File: src/rtl/control_pkg.sv
// Shared encodings for the multi-cycle control unit: state codes, opcodes,
// ALU codes and datapath mux selects.
package control_pkg;

  typedef logic [3:0] state_t;

  localparam state_t StFetch    = 4'd0;
  localparam state_t StDecode   = 4'd1;
  localparam state_t StMemAdr   = 4'd2;
  localparam state_t StMemRead  = 4'd3;
  localparam state_t StMemWb    = 4'd4;
  localparam state_t StMemWrite = 4'd5;
  localparam state_t StExecR    = 4'd6;
  localparam state_t StExecI    = 4'd7;
  localparam state_t StAluWb    = 4'd8;
  localparam state_t StBranch   = 4'd9;
  localparam state_t StJal      = 4'd10;

  localparam logic [6:0] OpLoad   = 7'b0000011;
  localparam logic [6:0] OpStore  = 7'b0100011;
  localparam logic [6:0] OpRtype  = 7'b0110011;
  localparam logic [6:0] OpItype  = 7'b0010011;
  localparam logic [6:0] OpBranch = 7'b1100011;
  localparam logic [6:0] OpJal    = 7'b1101111;

  localparam logic [2:0] AluAdd = 3'b000;
  localparam logic [2:0] AluSub = 3'b001;
  localparam logic [2:0] AluAnd = 3'b010;
  localparam logic [2:0] AluOr  = 3'b011;
  localparam logic [2:0] AluSlt = 3'b101;

  localparam logic [1:0] AluOpAdd   = 2'b00;
  localparam logic [1:0] AluOpSub   = 2'b01;
  localparam logic [1:0] AluOpFunct = 2'b10;

  localparam logic [1:0] SrcAPc    = 2'b00;
  localparam logic [1:0] SrcAOldPc = 2'b01;
  localparam logic [1:0] SrcARs1   = 2'b10;

  localparam logic [1:0] SrcBRs2  = 2'b00;
  localparam logic [1:0] SrcBImm  = 2'b01;
  localparam logic [1:0] SrcBFour = 2'b10;

  localparam logic [1:0] ResAluOut    = 2'b00;
  localparam logic [1:0] ResReadData  = 2'b01;
  localparam logic [1:0] ResAluResult = 2'b10;

  localparam logic [1:0] ImmI = 2'b00;
  localparam logic [1:0] ImmS = 2'b01;
  localparam logic [1:0] ImmB = 2'b10;
  localparam logic [1:0] ImmJ = 2'b11;

  // State-decoded control bundle (everything except imm_src and alu_control).
  typedef struct packed {
    logic       pc_write;
    logic       ir_write;
    logic       mem_write;
    logic       reg_write;
    logic       adr_src;
    logic [1:0] alu_src_a;
    logic [1:0] alu_src_b;
    logic [1:0] result_src;
    logic [1:0] alu_op;
    logic       illegal;
  } ctrl_t;

endpackage

File: src/rtl/control_multicycle_if.sv
// Datapath <-> control unit bundle. master = datapath side, slave = control unit.
interface control_multicycle_if #(
  parameter int unsigned INSTR_WIDTH = 32
);
  logic [INSTR_WIDTH-1:0] instr;
  logic                   zero;
  logic                   lt;
  logic                   ltu;
  logic                   mem_ready;
  logic                   pc_write;
  logic                   ir_write;
  logic                   mem_write;
  logic                   reg_write;
  logic                   adr_src;
  logic [1:0]             alu_src_a;
  logic [1:0]             alu_src_b;
  logic [1:0]             result_src;
  logic [1:0]             imm_src;
  logic [2:0]             alu_control;
  logic                   illegal_instr;
  logic [3:0]             state_o;

  modport master (
    output instr, zero, lt, ltu, mem_ready,
    input  pc_write, ir_write, mem_write, reg_write, adr_src, alu_src_a, alu_src_b,
           result_src, imm_src, alu_control, illegal_instr, state_o
  );

  modport slave (
    input  instr, zero, lt, ltu, mem_ready,
    output pc_write, ir_write, mem_write, reg_write, adr_src, alu_src_a, alu_src_b,
           result_src, imm_src, alu_control, illegal_instr, state_o
  );
endinterface

File: src/rtl/control_alu_decoder.sv
// Combinational ALU decoder: alu_op plus funct fields -> alu_control.
module control_alu_decoder
  import control_pkg::*;
(
  input  logic [6:0] i_opcode,
  input  logic       i_funct7_5,
  input  logic [2:0] i_funct3,
  input  logic [1:0] i_alu_op,
  output logic [2:0] o_alu_control
);

  // Only opcode[5] separates R-type (sub allowed) from I-type (addi only).
  logic w_unused;
  assign w_unused = ^{i_opcode[6], i_opcode[4:0]};

  // Select ALU operation from the FSM request and the instruction funct fields.
  always_comb begin
    o_alu_control = AluAdd;
    case (i_alu_op)
      AluOpSub:   o_alu_control = AluSub;
      AluOpFunct: begin
        case (i_funct3)
          3'b000:  o_alu_control = (i_funct7_5 && i_opcode[5]) ? AluSub : AluAdd;
          3'b010:  o_alu_control = AluSlt;
          3'b110:  o_alu_control = AluOr;
          3'b111:  o_alu_control = AluAnd;
          default: o_alu_control = AluAdd;
        endcase
      end
      default:    o_alu_control = AluAdd;
    endcase
  end

endmodule

File: src/rtl/control_multicycle.sv
// Multi-cycle Moore control FSM: fetch/decode/execute/memory/writeback
// sequencing with memory-ready stalls and illegal-opcode detection.
// Optional feature macro: CONTROL_FULL_BRANCH_EN (adds blt/bge/bltu/bgeu).
module control_multicycle
  import control_pkg::*;
#(
  parameter int unsigned INSTR_WIDTH = 32
) (
  input logic                 clk,
  input logic                 rst_n,
  control_multicycle_if.slave bus
);

  state_t     r_state;
  state_t     w_state_next;
  logic [6:0] w_opcode;
  logic [2:0] w_funct3;
  logic       w_funct7_5;
  logic       w_op_legal;
  logic       w_br_legal;
  logic       w_br_taken;
  ctrl_t      w_ctrl;
  logic       w_unused;

  assign w_opcode   = bus.instr[6:0];
  assign w_funct3   = bus.instr[14:12];
  assign w_funct7_5 = bus.instr[30];

`ifdef CONTROL_FULL_BRANCH_EN
  assign w_unused = ^{bus.instr[INSTR_WIDTH-1:31], bus.instr[29:15], bus.instr[11:7]};
`else
  assign w_unused = ^{bus.instr[INSTR_WIDTH-1:31], bus.instr[29:15], bus.instr[11:7],
                      bus.lt, bus.ltu};
`endif

  // Opcodes the FSM knows how to sequence.
  always_comb begin
    case (w_opcode)
      OpLoad, OpStore, OpRtype, OpItype, OpBranch, OpJal: w_op_legal = 1'b1;
      default:                                            w_op_legal = 1'b0;
    endcase
  end

  // Branch condition evaluation; unsupported funct3 is never taken.
  always_comb begin
    w_br_taken = 1'b0;
    w_br_legal = 1'b1;
    case (w_funct3)
      3'b000:  w_br_taken = bus.zero;
      3'b001:  w_br_taken = !bus.zero;
`ifdef CONTROL_FULL_BRANCH_EN
      3'b100:  w_br_taken = bus.lt;
      3'b101:  w_br_taken = !bus.lt;
      3'b110:  w_br_taken = bus.ltu;
      3'b111:  w_br_taken = !bus.ltu;
`endif
      default: w_br_legal = 1'b0;
    endcase
  end

  // Next-state selection.
  always_comb begin
    w_state_next = StFetch;
    case (r_state)
      StFetch:    w_state_next = bus.mem_ready ? StDecode : StFetch;
      StDecode: begin
        case (w_opcode)
          OpLoad, OpStore: w_state_next = StMemAdr;
          OpRtype:         w_state_next = StExecR;
          OpItype:         w_state_next = StExecI;
          OpBranch:        w_state_next = StBranch;
          OpJal:           w_state_next = StJal;
          default:         w_state_next = StFetch;
        endcase
      end
      StMemAdr:   w_state_next = (w_opcode == OpLoad) ? StMemRead : StMemWrite;
      StMemRead:  w_state_next = bus.mem_ready ? StMemWb : StMemRead;
      StMemWb:    w_state_next = StFetch;
      StMemWrite: w_state_next = bus.mem_ready ? StFetch : StMemWrite;
      StExecR:    w_state_next = StAluWb;
      StExecI:    w_state_next = StAluWb;
      StAluWb:    w_state_next = StFetch;
      StBranch:   w_state_next = StFetch;
      StJal:      w_state_next = StAluWb;
      default:    w_state_next = StFetch;
    endcase
  end

  // State register with synchronous active-low reset.
  always_ff @(posedge clk) begin
    if (!rst_n) r_state <= StFetch;
    else        r_state <= w_state_next;
  end

  // Moore output decode; reset forces FETCH selects with all writes off.
  always_comb begin
    w_ctrl = '0;
    if (!rst_n) begin
      w_ctrl.alu_src_b  = SrcBFour;
      w_ctrl.result_src = ResAluResult;
    end else begin
      case (r_state)
        StFetch: begin
          w_ctrl.alu_src_b  = SrcBFour;
          w_ctrl.result_src = ResAluResult;
          w_ctrl.ir_write   = bus.mem_ready;
          w_ctrl.pc_write   = bus.mem_ready;
        end
        StDecode: begin
          w_ctrl.alu_src_a = SrcAOldPc;
          w_ctrl.alu_src_b = SrcBImm;
          w_ctrl.illegal   = !w_op_legal;
        end
        StMemAdr: begin
          w_ctrl.alu_src_a = SrcARs1;
          w_ctrl.alu_src_b = SrcBImm;
        end
        StMemRead:  w_ctrl.adr_src = 1'b1;
        StMemWb: begin
          w_ctrl.result_src = ResReadData;
          w_ctrl.reg_write  = 1'b1;
        end
        StMemWrite: begin
          w_ctrl.adr_src   = 1'b1;
          w_ctrl.mem_write = 1'b1;
        end
        StExecR: begin
          w_ctrl.alu_src_a = SrcARs1;
          w_ctrl.alu_src_b = SrcBRs2;
          w_ctrl.alu_op    = AluOpFunct;
        end
        StExecI: begin
          w_ctrl.alu_src_a = SrcARs1;
          w_ctrl.alu_src_b = SrcBImm;
          w_ctrl.alu_op    = AluOpFunct;
        end
        StAluWb:    w_ctrl.reg_write = 1'b1;
        StBranch: begin
          w_ctrl.alu_src_a = SrcARs1;
          w_ctrl.alu_op    = AluOpSub;
          w_ctrl.pc_write  = w_br_taken;
          w_ctrl.illegal   = !w_br_legal;
        end
        StJal: begin
          w_ctrl.alu_src_a = SrcAOldPc;
          w_ctrl.alu_src_b = SrcBFour;
          w_ctrl.pc_write  = 1'b1;
        end
        default: w_ctrl = '0;
      endcase
    end
  end

  // Immediate format follows the opcode regardless of state.
  always_comb begin
    case (w_opcode)
      OpStore:  bus.imm_src = ImmS;
      OpBranch: bus.imm_src = ImmB;
      OpJal:    bus.imm_src = ImmJ;
      default:  bus.imm_src = ImmI;
    endcase
  end

  control_alu_decoder u_alu_decoder (
    .i_opcode      (w_opcode),
    .i_funct7_5    (w_funct7_5),
    .i_funct3      (w_funct3),
    .i_alu_op      (w_ctrl.alu_op),
    .o_alu_control (bus.alu_control)
  );

  assign bus.pc_write      = w_ctrl.pc_write;
  assign bus.ir_write      = w_ctrl.ir_write;
  assign bus.mem_write     = w_ctrl.mem_write;
  assign bus.reg_write     = w_ctrl.reg_write;
  assign bus.adr_src       = w_ctrl.adr_src;
  assign bus.alu_src_a     = w_ctrl.alu_src_a;
  assign bus.alu_src_b     = w_ctrl.alu_src_b;
  assign bus.result_src    = w_ctrl.result_src;
  assign bus.illegal_instr = w_ctrl.illegal;
  assign bus.state_o       = r_state;

endmodule

File: src/flat_wrapper.sv
// flat-port wrapper written by rule: the top's interface ports become plain ports
module control_multicycle_flat import control_pkg::*;
#(
  parameter int unsigned INSTR_WIDTH = 32
)
  (clk, rst_n, bus_instr, bus_zero, bus_lt, bus_ltu, bus_mem_ready, bus_pc_write, bus_ir_write, bus_mem_write, bus_reg_write, bus_adr_src, bus_alu_src_a, bus_alu_src_b, bus_result_src, bus_imm_src, bus_alu_control, bus_illegal_instr, bus_state_o);
  control_multicycle_if #(.INSTR_WIDTH(INSTR_WIDTH)) bus_i ();
  input logic clk;
  input logic rst_n;
  input wire logic [$bits(bus_i.instr)-1:0] bus_instr;
  input wire logic [$bits(bus_i.zero)-1:0] bus_zero;
  input wire logic [$bits(bus_i.lt)-1:0] bus_lt;
  input wire logic [$bits(bus_i.ltu)-1:0] bus_ltu;
  input wire logic [$bits(bus_i.mem_ready)-1:0] bus_mem_ready;
  output wire logic [$bits(bus_i.pc_write)-1:0] bus_pc_write;
  output wire logic [$bits(bus_i.ir_write)-1:0] bus_ir_write;
  output wire logic [$bits(bus_i.mem_write)-1:0] bus_mem_write;
  output wire logic [$bits(bus_i.reg_write)-1:0] bus_reg_write;
  output wire logic [$bits(bus_i.adr_src)-1:0] bus_adr_src;
  output wire logic [$bits(bus_i.alu_src_a)-1:0] bus_alu_src_a;
  output wire logic [$bits(bus_i.alu_src_b)-1:0] bus_alu_src_b;
  output wire logic [$bits(bus_i.result_src)-1:0] bus_result_src;
  output wire logic [$bits(bus_i.imm_src)-1:0] bus_imm_src;
  output wire logic [$bits(bus_i.alu_control)-1:0] bus_alu_control;
  output wire logic [$bits(bus_i.illegal_instr)-1:0] bus_illegal_instr;
  output wire logic [$bits(bus_i.state_o)-1:0] bus_state_o;
  assign bus_i.instr = bus_instr;
  assign bus_i.zero = bus_zero;
  assign bus_i.lt = bus_lt;
  assign bus_i.ltu = bus_ltu;
  assign bus_i.mem_ready = bus_mem_ready;
  assign bus_pc_write = bus_i.pc_write;
  assign bus_ir_write = bus_i.ir_write;
  assign bus_mem_write = bus_i.mem_write;
  assign bus_reg_write = bus_i.reg_write;
  assign bus_adr_src = bus_i.adr_src;
  assign bus_alu_src_a = bus_i.alu_src_a;
  assign bus_alu_src_b = bus_i.alu_src_b;
  assign bus_result_src = bus_i.result_src;
  assign bus_imm_src = bus_i.imm_src;
  assign bus_alu_control = bus_i.alu_control;
  assign bus_illegal_instr = bus_i.illegal_instr;
  assign bus_state_o = bus_i.state_o;
  control_multicycle #(.INSTR_WIDTH(INSTR_WIDTH)) u_core (.clk(clk), .rst_n(rst_n), .bus(bus_i));
endmodule
File: config.mk
export PLATFORM = sky130hd
export DESIGN_NAME = control_multicycle_flat
export DESIGN_NICKNAME = d
export VERILOG_FILES = /design/src/rtl/control_pkg.sv /design/src/rtl/control_multicycle_if.sv /design/src/rtl/control_alu_decoder.sv /design/src/rtl/control_multicycle.sv /design/src/flat_wrapper.sv
export SDC_FILE = /design/constraint.sdc
export NUM_CORES = 1
export LEC_CHECK = 0
export CELL_PAD_IN_SITES_DETAIL_PLACEMENT = 0
export CELL_PAD_IN_SITES_GLOBAL_PLACEMENT = 2
export CORE_ASPECT_RATIO = 0.8
export CORE_MARGIN = 2
export CORE_UTILIZATION = 13
export CTS_CLUSTER_DIAMETER = 120
export DETAILED_ROUTE_END_ITERATION = 16
export GPL_TIMING_DRIVEN = 1
export PLACE_DENSITY = 0.82
export RECOVER_POWER = 100
export SLEW_MARGIN = 20
export SYNTH_ARGS = -nofsm -noshare
export SYNTH_HDL_FRONTEND = slang
export SYNTH_SLANG_ARGS = --single-unit
File: constraint.sdc
create_clock -name clk -period 1.9 [get_ports clk]
set_input_delay 0.57 -clock clk [delete_from_list [all_inputs] [get_ports clk]]
set_output_delay 0.57 -clock clk [all_outputs]
set_load 0.005 [all_outputs]
Word-level counts from Yosys, hierarchy flattened
Cells that the tools add are included.
{"block": "word_totals", "ff_bits": 4, "latchBits": 0, "ramBits": 0, "romBits": 0, "inputBits": 38, "memories": 0}
{"block": "op_classes", "add_sub_neg": 0, "multipliers": 0, "div_mod_pow": 0, "n_lt_le_gt_ge": 0, "n_eq_ne": 22, "shifts": 0, "n_mux": 26, "n_bitwise": 0, "reduce_logical": 17}
{"cell": "$pmux 4 s6", "n": 1}
{"cell": "$pmux 4 s5", "n": 1}
{"cell": "$eq 4x3->1 const B", "n": 4}
{"cell": "$pmux 2 s2", "n": 4}
{"cell": "$eq 7x6->1 const B", "n": 2}
{"cell": "$eq 7x7->1 const B", "n": 2}
{"cell": "$reduce_or 2->1", "n": 7}
{"cell": "$eq 4x4->1 const B", "n": 3}
{"cell": "$mux 3", "n": 4}
{"cell": "$pmux 3 s4", "n": 1}
{"cell": "$eq 4x2->1 const B", "n": 2}
{"cell": "$mux 1", "n": 8}
{"cell": "$eq 7x2->1 const B", "n": 1}
{"cell": "$eq 7x5->1 const B", "n": 1}
{"cell": "$mux 7", "n": 1}
{"cell": "$eq 3x3->1 const B", "n": 2}
{"cell": "$pmux 2 s3", "n": 1}
{"cell": "$pmux 3 s2", "n": 1}
{"cell": "$reduce_or 3->1", "n": 2}
{"cell": "$reduce_or 6->1", "n": 1}
{"cell": "$eq 4x1->1 const B", "n": 1}
{"cell": "$logic_not 4->1", "n": 1}
{"cell": "$mux 4", "n": 1}
{"cell": "$pmux 1 s2", "n": 2}
{"cell": "other kinds (9)", "n": 11}

Longest topological paths before layout
{"block": "logic_depth", "word_depth": 8, "ltp_mapped": 7}

Hierarchy
Synthesis repeated with hierarchy kept, for this count alone.
{"block": "unflattened", "hier_cells": 108, "area_unflattened_um2": 725.7}
{"module": "control_multicycle", "n_inst": 1, "cells_per_inst": 96, "area_each_um2": 640.6, "seq_area_each_um2": 80.1}
{"module": "control_alu_decoder", "n_inst": 1, "cells_per_inst": 12, "area_each_um2": 85.1, "seq_area_each_um2": 0.0}

Least setup slack after synthesis
Ideal clock, no wire load.
{"block": "synth_path", "kind": "reg2out", "startpoint": "register u_core.r_state[3] (netlist: u_core.bus.state_o[3])", "endpoint": "output bus_alu_control[2]", "arrival_time_ns": 1.622, "required_ns": 1.330, "path_slack_ns": -0.292, "path_stages_with_launch": 7, "cell_sequence": "dfxtp_1 > clkbuf_1 > nor2b_1 > nand3_1 > inv_1 > ha_1 > nor4_1"}
{"block": "synth_between", "elab_chain_len": 6, "word_cells_on_any_way": 9, "cone_classes": "eq/ne (5); mux (3); reduce/logical (1)"}
{"element": "from (decl)", "line_no": "control_multicycle.sv:14", "text": "state_t r_state;"}
{"element": "from (signal assigned)", "line_no": "control_multicycle.sv:91", "text": "if (!rst_n) r_state <= StFetch;"}
{"element": "from (signal assigned)", "line_no": "control_multicycle.sv:92", "text": "else r_state <= w_state_next;"}
{"element": "$eq 4x3->1", "line_no": "control_multicycle.sv:102", "text": "case (r_state)"}
{"element": "$reduce_or 2->1 (no source line)"}
{"element": "$pmux 2 s2 *", "line_no": "control_multicycle.sv:102"}
{"element": "$mux 3 *", "line_no": "control_multicycle.sv:98", "text": "if (!rst_n) begin"}
{"element": "$eq 2x2->1 or $eq 2x1->1 (tied branches)", "line_no": "control_alu_decoder.sv:19", "text": "case (i_alu_op)"}
{"element": "$pmux 3 s2 *", "line_no": "control_alu_decoder.sv:19"}
{"element": "to (decl)", "line_no": "flat_wrapper.sv:24", "text": "output wire logic [$bits(bus_i.alu_control)-1:0] bus_alu_control;"}
Every way passes the cells marked *; elsewhere a longest branch is shown, timed or not.

Worst setup path after layout
{"block": "layout_path", "startpoint": "input bus_instr[3]", "endpoint": "output bus_illegal_instr"}
{"block": "layout_between", "elab_chain_len": 6, "word_cells_on_any_way": 11, "cone_classes": "eq/ne (6); mux (3); reduce/logical (2)"}
{"element": "from (decl)", "line_no": "flat_wrapper.sv:10", "text": "input wire logic [$bits(bus_i.instr)-1:0] bus_instr;"}
{"element": "$eq 7x6->1 (tied with other cells)", "line_no": "control_multicycle.sv:38", "text": "case (w_opcode)"}
{"element": "$reduce_or 6->1 *", "line_no": "control_multicycle.sv:38"}
{"element": "$mux 1 *", "line_no": "control_multicycle.sv:38"}
{"element": "$logic_not 1->1 *", "line_no": "control_multicycle.sv:112", "text": "w_ctrl.illegal = !w_op_legal;"}
{"element": "$pmux 1 s2 *", "line_no": "control_multicycle.sv:102"}
{"element": "$mux 3 *", "line_no": "control_multicycle.sv:98"}
{"element": "to (decl)", "line_no": "flat_wrapper.sv:25", "text": "output wire logic [$bits(bus_i.illegal_instr)-1:0] bus_illegal_instr;"}
Marks and branches as above.

==> metrics.txt <==
status=complete, but fails checks; failing checks=negative setup slack; area added between synthesis and finish=150%; initial antenna violation count=0; Final Setup Violations=8; top-area cell type share of the netlist area=0.114; Gate Count Post-Synth=100; DP HPWL=2.13 mm; Clock transition at path regs=0.03 ns; Avg Cell Area, Syn=7.02 um^2; Flop pwr share=0.179; CTS H-tree lvls=1; HP Class=reg -> reg; ant diodes=0; P_sw=0.127 mW; RSZ-0062 raised after global routing=yes; share of cells above drive strength 1=0.642; Gate power share=0.435; PnR Total Power=0.466 mW; DRT iter0 DRCs=24; WL/cell=12.1 um; setup slack, reg-to-reg=0.27 ns; Relative slew margins=0.737; max-slew violations=0; Area contributors post-synth=dfxtp_1 11%, nor2b_1 7.1%, xor2_1 5.0%, nand3_1 4.3%, nand2_1 3.7%; Non-Filler Instances=252; initial core utilization=0.138; worst-margin pin slew=0.390 ns; nets=232; Sum Neg Setup Slack=-0.959 ns; IO Pins=59; largest net degree at the start of global routing=11; most frequent cells in the layout=37 x buf_4, 21 x buf_6, 14 x buf_2; worst skew pair latency=0.22 ns; Net Count, Synth=140; CTS tree=yes; first-pass GRT wire length=4.90 mm; min Tclk post-route=2.10 ns; f_max=477 MHz; power density of the placed cells=265 mW/mm^2; clk_skew=0.000226 ns; WHS Endpoint=u_core.bus.state_o[2]; EDFF count, synth=0; Sw Ratio=0.273; Distinct cells, synth=45; chip height=69.7 um; leak pwr=0.826 nW; crit path capture type=primary output; FF-to-FF Start=u_core.bus.state_o[2]; Hold Violations, Final=0; post-synthesis sequential area ratio=0.114; Int Pwr=0.338 mW; Placed Instances=224; post-route DRC violation count=0; Mapped Area=702 um^2; DR pass1 iterations=4; Hold Path Cell Cnt=2; hold buffer count at CTS=0; asr flop ratio synth=0; max cap viols=0; hold slack=0.615 ns; routed wire length=3.04 mm; Clk network pwr share=0.385; peak supply drop=0.183 mV; WP data arrival=1.53 ns; antenna-violating nets left=0; Vias per Instance=4.23; clk buf depth=2; IO Port Bufs=35; final core occ=0.344; CP required=1.33 ns; Yosys reg bits=4; Rows=23; Reg2Reg Capture Point=u_core.bus.state_o[0]; max reg flops=4; GR Overflow Total=0; CP Max Fanout=3; routed via count=1065; total die area=0.00601 mm^2; commonest non-fill, non-tap cell in the layout=buf_4; Final period util=1.10; synth warn=0; most common flop cell mapped by yosys=dfxtp_1; TritonCTS Sinks=4; All-Layer GR Usage=0.101; CP startpoint kind=primary input; worst-case reg-to-reg path depth=7; Setup WS post-layout=-0.195 ns; RD Place Congestion=0.756; cell taking the most area after synthesis=dfxtp_1; Hold Startpoint=u_core.bus.state_o[3]; Num CTS Buffers=3; CTS Root Buffer Type=clkbuf_8; Die Wd=86.2 um; core area=0.00509 mm^2; vias in the first global route=1038; Crit Path Category=in -> out
-- stage by stage --
| stage | setup WS, ns | area, um^2 |
|---|---|---|
| CTS | -0.189 | 1690 |
| finish | -0.195 | 1750 |
| global placement | -1.13 | 1400 |
| global route | -0.247 | 1750 |
| floorplan | -0.00460 | 757 |
| detailed placement | -1.15 | 1400 |
-- final cells by class --
class / instances / area [um^2]
fillers: 527 / 3340
repair buffers: 93 / 763
multi-input cells: 85 / 758
flip-flops and latches: 4 / 92.6
well taps: 62 / 77.6
clock buffers: 3 / 41.3
inverters: 5 / 21.3
-- worst max-delay path, cell delays in order --
cell       delay [ns]
buf_6            0.10
or3_1            0.45
o2111ai_2        0.19
o22ai_1          0.09
buf_2            0.13
-- cell families (layout without fill, tap and decap cells) --
logic type      count (synthesis)  after routing  share of synthesized area
simple gates                   56             56                      0.490
compound gates                 20             20                      0.200
buf+inv                        11            101                     0.0660
xor+xnor                        4              4                     0.0499
flops                           4              4                      0.114
mux                             3              3                     0.0446
fa+ha+maj                       2              2                     0.0356
-- layer usage --
| metal | GRT usage | share of wire | vias to the layer above |
|---|---|---|---|
| met2 | 0.167 | 0.48 | 26 |
| met5 | 0 | 0 | - |
| li1 | - | - | 548 |
| met3 | 0.00595 | 0.035 | 4 |
| met1 | 0.132 | 0.47 | 487 |
| met4 | 0.0476 | 0.017 | 0 |
-- worst max path at each step --
| stage | from | slack (ns) | end |
|---|---|---|---|
| 2_1_floorplan | rst_n | -0.005 | bus_alu_control[2] |
| 4_1_cts | rst_n | -0.19 | bus_alu_control[2] |
| 3_5_place_dp | rst_n | -1.15 | bus_alu_control[2] |
| 3_3_place_gp | rst_n | -1.13 | bus_alu_control[2] |
| 6_report | bus_instr[3] | -0.20 | bus_illegal_instr |
| 5_1_grt | rst_n | -0.25 | bus_alu_control[2] |
-- repair_timing --
action / 4_1_cts / 5_1_grt
hold endpoints to repair: 0 / 0
buffers inserted: 21 / 6
gates resized for setup: 158 / 30
pin swaps: 24 / 14
endpoints found under the setup margin: 23 / 15
-- Yosys cell counts (2+ instances only) --
cell and instances:
o21ai_1 3, and2_1 2, inv_1 5, nand3b_1 2, a21oi_1 3, nand2_1 7, a211o_1 2, buf_1 2
nand3_1 6, nand4_1 2, xor2_1 4, nand2b_1 4, nor2b_1 8, nor2_1 7, ha_1 2, mux2i_1 2
dfxtp_1 4, a31oi_1 2, clkbuf_1 2, and3_1 4, nor4_1 2, nor3b_1 2
-- power groups by stage --
stage,Clock [mW],Combinational (mW),Sequential (mW)
finish,0.179,0.203,0.0835
CTS,0.182,0.191,0.0837
global placement,0,0.158,0.0881
detailed placement,0,0.158,0.0881
global route,0.189,0.220,0.0836
floorplan,0,0.0528,0.0889
No activity file was read; power rests on OpenSTA's default activity.
